### config.mk
export PLATFORM = sky130hd
export DESIGN_NAME = tdm_demux_1x8
export DESIGN_NICKNAME = d
export VERILOG_FILES = /design/src/rtl/tdm_pkg.sv /design/src/rtl/tdm_slot_counter.sv /design/src/rtl/tdm_demux_1x8.sv
export SDC_FILE = /design/constraint.sdc
export NUM_CORES = 1
export LEC_CHECK = 0
export CAP_MARGIN = 20
export CORE_AREA = 2 2 46 48
export CTS_CLUSTER_DIAMETER = 120
export DETAILED_ROUTE_END_ITERATION = 10
export DIE_AREA = 0 0 48 50
export GPL_TIMING_DRIVEN = 0
export PLACE_DENSITY = 0.78
export SLEW_MARGIN = 0
export SYNTH_ARGS = -nofsm -noshare
export SYNTH_HDL_FRONTEND = slang
export SYNTH_HIERARCHICAL = 1
export SYNTH_SLANG_ARGS = --single-unit
### constraint.sdc
create_clock -name clk -period 2.79 [get_ports clk]
set_clock_uncertainty 0.05 [all_clocks]
set_input_delay 0.558 -clock clk [delete_from_list [all_inputs] [get_ports clk]]
set_output_delay 0.558 -clock clk [all_outputs]
set_load 0.02 [all_outputs]
### src/rtl/tdm_pkg.sv
// Shared types and sizing for the TDM demultiplexer.
// Build option: TDM_PARITY_EN adds a ninth parity slot to each frame.
package tdm_pkg;

  // Framing FSM state encoding.
  typedef enum logic {
    ST_HUNT = 1'b0,
    ST_RUN  = 1'b1
  } state_t;

  localparam int NUM_CH = 8;
  localparam int CH_W   = $clog2(NUM_CH);

`ifdef TDM_PARITY_EN
  localparam int LAST_SLOT = 8;
`else
  localparam int LAST_SLOT = 7;
`endif

  localparam int SEL_W = $clog2(LAST_SLOT + 1);

endpackage

### src/rtl/tdm_slot_counter.sv
// Slot counter for the TDM demux: counts valid slots, reloads on sync.
// Ports: clk, rst (async high), en (advance), load (force to slot 1), cnt, last.
module tdm_slot_counter
  import tdm_pkg::*;
(
  input  logic             clk,
  input  logic             rst,
  input  logic             en,
  input  logic             load,
  output logic [SEL_W-1:0] cnt,
  output logic             last
);

  assign last = (cnt == SEL_W'(LAST_SLOT));

  // A sync sample always lands in slot 0, so the slot after it is 1.
  always_ff @(posedge clk or posedge rst) begin
    if (rst) begin
      cnt <= '0;
    end else if (load) begin
      cnt <= SEL_W'(1);
    end else if (en) begin
      cnt <= last ? '0 : cnt + 1'b1;
    end
  end

endmodule

### src/rtl/tdm_demux_1x8.sv
// TDM 1x8 demux: steers serial samples into eight double-buffered channels.
// Ports: clk, rst, in, in_valid, frame_sync -> sel, y0..y7, frame_done,
// sync_err, locked (+ parity_err when TDM_PARITY_EN is defined).
module tdm_demux_1x8
  import tdm_pkg::*;
#(
  parameter int DATA_W = 1
) (
  input  logic              clk,
  input  logic              rst,
  input  logic [DATA_W-1:0] in,
  input  logic              in_valid,
  input  logic              frame_sync,
  output logic [2:0]        sel,
  output logic [DATA_W-1:0] y0,
  output logic [DATA_W-1:0] y1,
  output logic [DATA_W-1:0] y2,
  output logic [DATA_W-1:0] y3,
  output logic [DATA_W-1:0] y4,
  output logic [DATA_W-1:0] y5,
  output logic [DATA_W-1:0] y6,
  output logic [DATA_W-1:0] y7,
  output logic              frame_done,
  output logic              sync_err,
  output logic              locked
`ifdef TDM_PARITY_EN
  ,
  output logic              parity_err
`endif
);

  state_t state;
  state_t state_nxt;

  logic [SEL_W-1:0] cnt;
  logic             last;
  logic             cnt_en;
  logic             cnt_load;
  logic             wr_en;
  logic [CH_W-1:0]  wr_ch;
  logic             frame_end;
  logic             early;

  logic [DATA_W-1:0] shadow [NUM_CH];
  logic [DATA_W-1:0] ybank  [NUM_CH];

  tdm_slot_counter u_cnt (
    .clk  (clk),
    .rst  (rst),
    .en   (cnt_en),
    .load (cnt_load),
    .cnt  (cnt),
    .last (last)
  );

  // State register.
  always_ff @(posedge clk or posedge rst) begin
    if (rst) begin
      state <= ST_HUNT;
    end else begin
      state <= state_nxt;
    end
  end

  // Next state: once locked, sync problems re-align in place.
  always_comb begin
    state_nxt = state;
    unique case (state)
      ST_HUNT: begin
        if (in_valid && frame_sync) begin
          state_nxt = ST_RUN;
        end
      end
      ST_RUN: begin
        state_nxt = ST_RUN;
      end
      default: begin
        state_nxt = ST_HUNT;
      end
    endcase
  end

  // Control decode.
  always_comb begin
    cnt_en    = 1'b0;
    cnt_load  = 1'b0;
    wr_en     = 1'b0;
    wr_ch     = cnt[CH_W-1:0];
    frame_end = 1'b0;
    early     = 1'b0;
    unique case (state)
      ST_HUNT: begin
        if (in_valid && frame_sync) begin
          cnt_load = 1'b1;
          wr_en    = 1'b1;
          wr_ch    = '0;
        end
      end
      ST_RUN: begin
        if (in_valid) begin
          if (frame_sync && cnt != '0) begin
            // Early sync: drop the partial frame, restart at ch0.
            early    = 1'b1;
            cnt_load = 1'b1;
            wr_en    = 1'b1;
            wr_ch    = '0;
          end else begin
            // Missing sync at slot 0 is accepted (flywheel).
            cnt_en    = 1'b1;
            frame_end = last;
`ifdef TDM_PARITY_EN
            wr_en     = !last;
`else
            wr_en     = 1'b1;
`endif
          end
        end
      end
      default: begin
        cnt_en = 1'b0;
      end
    endcase
  end

  assign locked = (state == ST_RUN);

`ifdef TDM_PARITY_EN
  logic par_calc;

  // Even parity across every bit of the eight shadowed channels.
  always_comb begin
    par_calc = 1'b0;
    for (int i = 0; i < NUM_CH; i++) begin
      par_calc = par_calc ^ (^shadow[i]);
    end
  end

  // The parity slot is not a channel; present it as 0.
  assign sel = last ? 3'd0 : cnt[2:0];
`else
  assign sel = cnt[2:0];
`endif

  // Shadow bank, output bank and status pulses.
  always_ff @(posedge clk or posedge rst) begin
    if (rst) begin
      for (int i = 0; i < NUM_CH; i++) begin
        shadow[i] <= '0;
        ybank[i]  <= '0;
      end
      frame_done <= 1'b0;
      sync_err   <= 1'b0;
`ifdef TDM_PARITY_EN
      parity_err <= 1'b0;
`endif
    end else begin
      frame_done <= frame_end;
      sync_err   <= early;
      if (wr_en) begin
        shadow[wr_ch] <= in;
      end
`ifdef TDM_PARITY_EN
      parity_err <= frame_end & (par_calc ^ in[0]);
      if (frame_end) begin
        for (int i = 0; i < NUM_CH; i++) begin
          ybank[i] <= shadow[i];
        end
      end
`else
      // ch7 bypasses the shadow so y is valid one clock after it.
      if (frame_end) begin
        for (int i = 0; i < NUM_CH - 1; i++) begin
          ybank[i] <= shadow[i];
        end
        ybank[NUM_CH-1] <= in;
      end
`endif
    end
  end

  assign y0 = ybank[0];
  assign y1 = ybank[1];
  assign y2 = ybank[2];
  assign y3 = ybank[3];
  assign y4 = ybank[4];
  assign y5 = ybank[5];
  assign y6 = ybank[6];
  assign y7 = ybank[7];

endmodule
* Word level (Yosys, flattened, before mapping)
Index checks and enable logic that the tools add are counted.
Cells by class: magnitude comparators 2, muxes and demuxes 24, eq/ne operators 1, add/sub/neg operators 1, bitwise gates (word level) 2, reduce and logical (&&, ||, !) cells 5
Operator list (count):
- 3-bit 2-to-1 mux | 6
- 1-bit 2-to-1 mux | 12
- 8-bit bitwise mux | 1
- 1-bit case mux with 2 select lines | 3
- 3-bit case mux with 2 select lines | 1
- 4-bit >= comparator, second input constant | 1
- 4-bit by 1-bit < comparator with 1-bit output, second input constant | 1
- 3-bit NOT with 4-bit output | 1
- 3-bit by 1-bit adder with 3-bit output, second input constant | 1
- 1-bit demux with 3-bit select | 1
- 3-bit == test, second input constant | 1
- 1-bit logical AND | 3
- 3-bit nonzero test | 1
- 2-bit nonzero test | 1
- 1-bit NOT | 1
Word-level totals: input port bits 5, word-level logic and storage cells 55, output and inout bits 14, register bits 22

* Depth between registers and ports, before layout
depth after elaboration 11, gate-level depth with buffers 4, mapped depth without buffers 4

* By module
The synthesis kept the hierarchy.
Modules (own cells, without submodules):
- tdm_demux_1x8 | instances 1, area each 795.8 µm², seq. area each 450.4 µm², cells each 57
- tdm_slot_counter | instances 1, area each 150.1 µm², seq. area each 75.1 µm², cells each 13

* Worst setup path after synthesis
No wires, ideal clock.
kind reg-to-reg, start point register u_cnt.cnt[0], end point register ybank, in the netlist y2, path buffers 0, arrival time 1.512 ns, setup time 0.125 ns, cell stages (with the launch flop) 5, setup slack 1.103 ns, clock period less this slack 1.687 ns, data required time 2.615 ns, cell sequence dfrtp_1 ha_1 ha_1 nand4_4 mux2_2
Between the ends: elaborated cells between the ends (all ways) 6, classes of those cells eq/ne: 1; mux: 3; reduce/logical: 2
RTL lines:
- start: declaration | line tdm_slot_counter.sv:10 | output logic [SEL_W-1:0] cnt,
- start signal: assignment | line tdm_slot_counter.sv:23 | cnt <= last ? '0 : cnt + 1'b1;
- 3-bit == test | line tdm_slot_counter.sv:14 | assign last = (cnt == SEL_W'(LAST_SLOT));
- net last | line tdm_demux_1x8.sv:36 | logic last;
- 1-bit 2-to-1 mux | line tdm_demux_1x8.sv:101 | if (frame_sync && cnt != '0) begin
- 1-bit 2-to-1 mux | line tdm_demux_1x8.sv:100 | if (in_valid) begin
- 1-bit 2-to-1 mux | line tdm_demux_1x8.sv:91 | unique case (state)
- end signal: indexed assignment | line tdm_demux_1x8.sv:173 | ybank[i] <= shadow[i];
- end signal: indexed assignment | line tdm_demux_1x8.sv:175 | ybank[NUM_CH-1] <= in;
- end: declaration | line tdm_demux_1x8.sv:45 | logic [DATA_W-1:0] ybank [NUM_CH];
The timed path passes the listed nets, and every way through them passes these cells. A chain may end at the register's enable or synchronous reset.

* Worst setup path in the final report
start point register u_cnt.cnt[1], end point output sel[1]
RTL lines:
- end: declaration | line tdm_demux_1x8.sv:14 | output logic [2:0] sel,
No word-level cell between the ends.

==> flow_summary.ini <==
[global_route]
grt.overflow.total = 0
grt_pass1_wl_microns = 2770
use_met1 = 0.207
gr-usage-met2 = 0.260
grt_antenna_before_repair = 0
top_usage_layer = met2
use_met3 = 0.0366
grt_max_degree = 19
grt_use_total = 0.161
grt_pass1_vias = 644

[floorplanning]
ios = 19
die-width_microns = 48
core_sq_um = 1900
dieArea_sq_um = 2400
rows = 16
initial_core_util = 0.497
die-height_microns = 50

[setup_path]
path_cells = clkdlybuf4s50_1
path_buf_inv = 1
critPathKind = reg2out
end_kind = primary output
worstPathRequired_ns = 2.18
crit_family = buffers and inverters
max_stage_delay_ns = 0.69
worst-path-max-fanout = 10
setup.worst_path.start_class = flip-flop
arrival_ns = 1.57
critical-path-slowest-cell = clkdlybuf4s50_1

[logic_synthesis]
ys_seq_area_frac = 0.556
synth_nets = 77
synthArstFlopShare = 1.00
syn_area_sq_um = 946
synth_top_cell_by_area = dfrtp_1
syn_inst = 70
ys_warn_count = 6
synthTopCellsByCount = dfrtp_1, mux2_2, nor2_1
ys_types = 22
muxShareOfSynthArea = 0.208
yosys-top-cells-area = dfrtp_1, mux2_2, mux2_4
synth_compound_gate_area_share = 0.0370
synth_edf_count = 0
avgSynthCellArea_sq_um = 13.5
synth_xor_area_frac = 0
synthSimpleGateAreaFrac = 0.156
synthFlopType = dfrtp_1
synth_top_area_frac = 0.556
synth_top_family_by_area = multiplexers
synthAdderAreaFrac = 0.0265
ys_ff_latch = 21
synth.most_common_cell = dfrtp_1

[power_and_ir_drop]
p_leak_uw = 0.000543
powerDensity_nw_per_um2 = 888
peakVddDrop_uv = 567

[sta]
hold_viol = 0
rsz0062_at_grt = no
relSlewSlack = 0.571
worst-slew-pin-transition_ns = 0.643
setup_viol = 0
fin_crit_sh = 0.780
fmax_mhz = 460
min_period_ns = 2.18
fin_tns_setup_ns = 0
slew_violations = 0

[final_layout]
utilization = 0.624
antenna_cells = 0
num-fill-cells = 167
syn2layout_area_growth_pct = 25.5
fin_nets = 100
layout-drive-gt1-share = 0.261
fin_cells = 119
final-seq-area_sq_um = 526
multi_input_area_sq_um = 404

[drt]
firstDrtPassIters = 4
drc = 0
num_vias = 605
wl_per_cell_microns = 12.8
postRouteAntennaNets = 0
postRouteWirelength_microns = 1530
drt-initial-drc-count = 5
vias_per_cell = 5.08

[cts]
clockRootBuffer = clkbuf_4
holdBufCountCts = 0
cts_buffers = 3
cts_sinks = 21
post-cts-setup-buffers = 0
tritoncts = done
htree_levels = 1
cts.reportedPaths.clkPinSlew_ns = 0.11
clk_path_buf_depth = 2
cts-resized-gates = 0
clk_latency_ns = 0.29

[place]
gp_congestion = 0.788
port_buffers = 18
dpl.cell_count = 115
post-dp-hpwl_microns = 1160

[flow_run]
cap_violations = 0

[run_status]
status = complete, no violations

[worst_hold_path]
min_path_type = in2async
==> cell families (layout without fill, tap and decap cells) <==
family	after synthesis	count (layout)
simple gates	23	23
flops	21	21
mux	17	17
buf+inv	4	26
compound gates	3	3
fa+ha+maj	2	2
==> final timing paths <==
check / start / to / slack [ns] / depth (start not counted)
setup / recovery: u_cnt/cnt[1] / sel[1] / 0.61 / 1
hold / removal: rst / u_cnt/cnt[2] / 0.39 / 2
setup reg to reg: u_cnt/cnt[1] / y0 / 1.06 / 4
hold reg to reg: y6 / y6 / 0.46 / 1
max in group asynchronous: rst / locked / 1.66 / 2
min in group clk: y6 / y6 / 0.46 / 1
==> power by group <==
part	switching [uW]	internal (uW)	leakage [uW]	total [uW]
clock	85.3	53.3	0.0000177	139
sequential	99.9	405	0.000270	505
combinational	180	232	0.000255	411
==> cells in the final DEF, fill, tap and decap left out, drive strengths merged, types with 2 or more instances in the layout <==
cell type,count
clkbuf,3
dfrtp,21
inv,3
nand4,5
mux2i,2
ha,2
mux2,15
nor2b,4
nand3,2
clkdlybuf4s50,18
nor2,5
==> state kept, by name, summed over array words and instances, names as in the netlist <==
name / count
shadow: 7
u_cnt/cnt: 3
frame_done: 1
locked: 1
sync_err: 1
y0: 1
y1: 1
y2: 1
y3: 1
y4: 1
y5: 1
y6: 1
y7: 1
==> per-stage QoR <==
| stage | cell area [sq um] | power (uW) | worst slack, ns | hold slack (ns) |
|---|---|---|---|---|
| 3_3_place_gp | 1160 | 907 | 0.700 | 0.437 |
| 3_5_place_dp | 1160 | 930 | 0.679 | 0.443 |
| 4_1_cts | 1190 | 1070 | 0.587 | 0.376 |
| 6_report | 1190 | 1050 | 0.614 | 0.389 |
| 2_1_floorplan | 946 | 753 | 1.10 | 0.262 |
| 5_1_grt | 1190 | 1140 | 0.519 | 0.373 |
==> per-layer routing <==
metal,wire (microns),vias to the layer above
li1,-,295
met1,679,298
met2,797,10
met3,39,2
met4,12,0
met5,0,-
==> final cells by class <==
type,instances,area share
Inverter,3,0.00948
Sequential cell,21,0.443
Multi-Input combinational cell,45,0.340
Clock inverter,1,0.00421
Timing Repair Buffer,18,0.152
Tap cell,27,0.0285
Clock buffer,3,0.0190
Buffer,1,0.00421
Power figures use the tool's default switching activity.
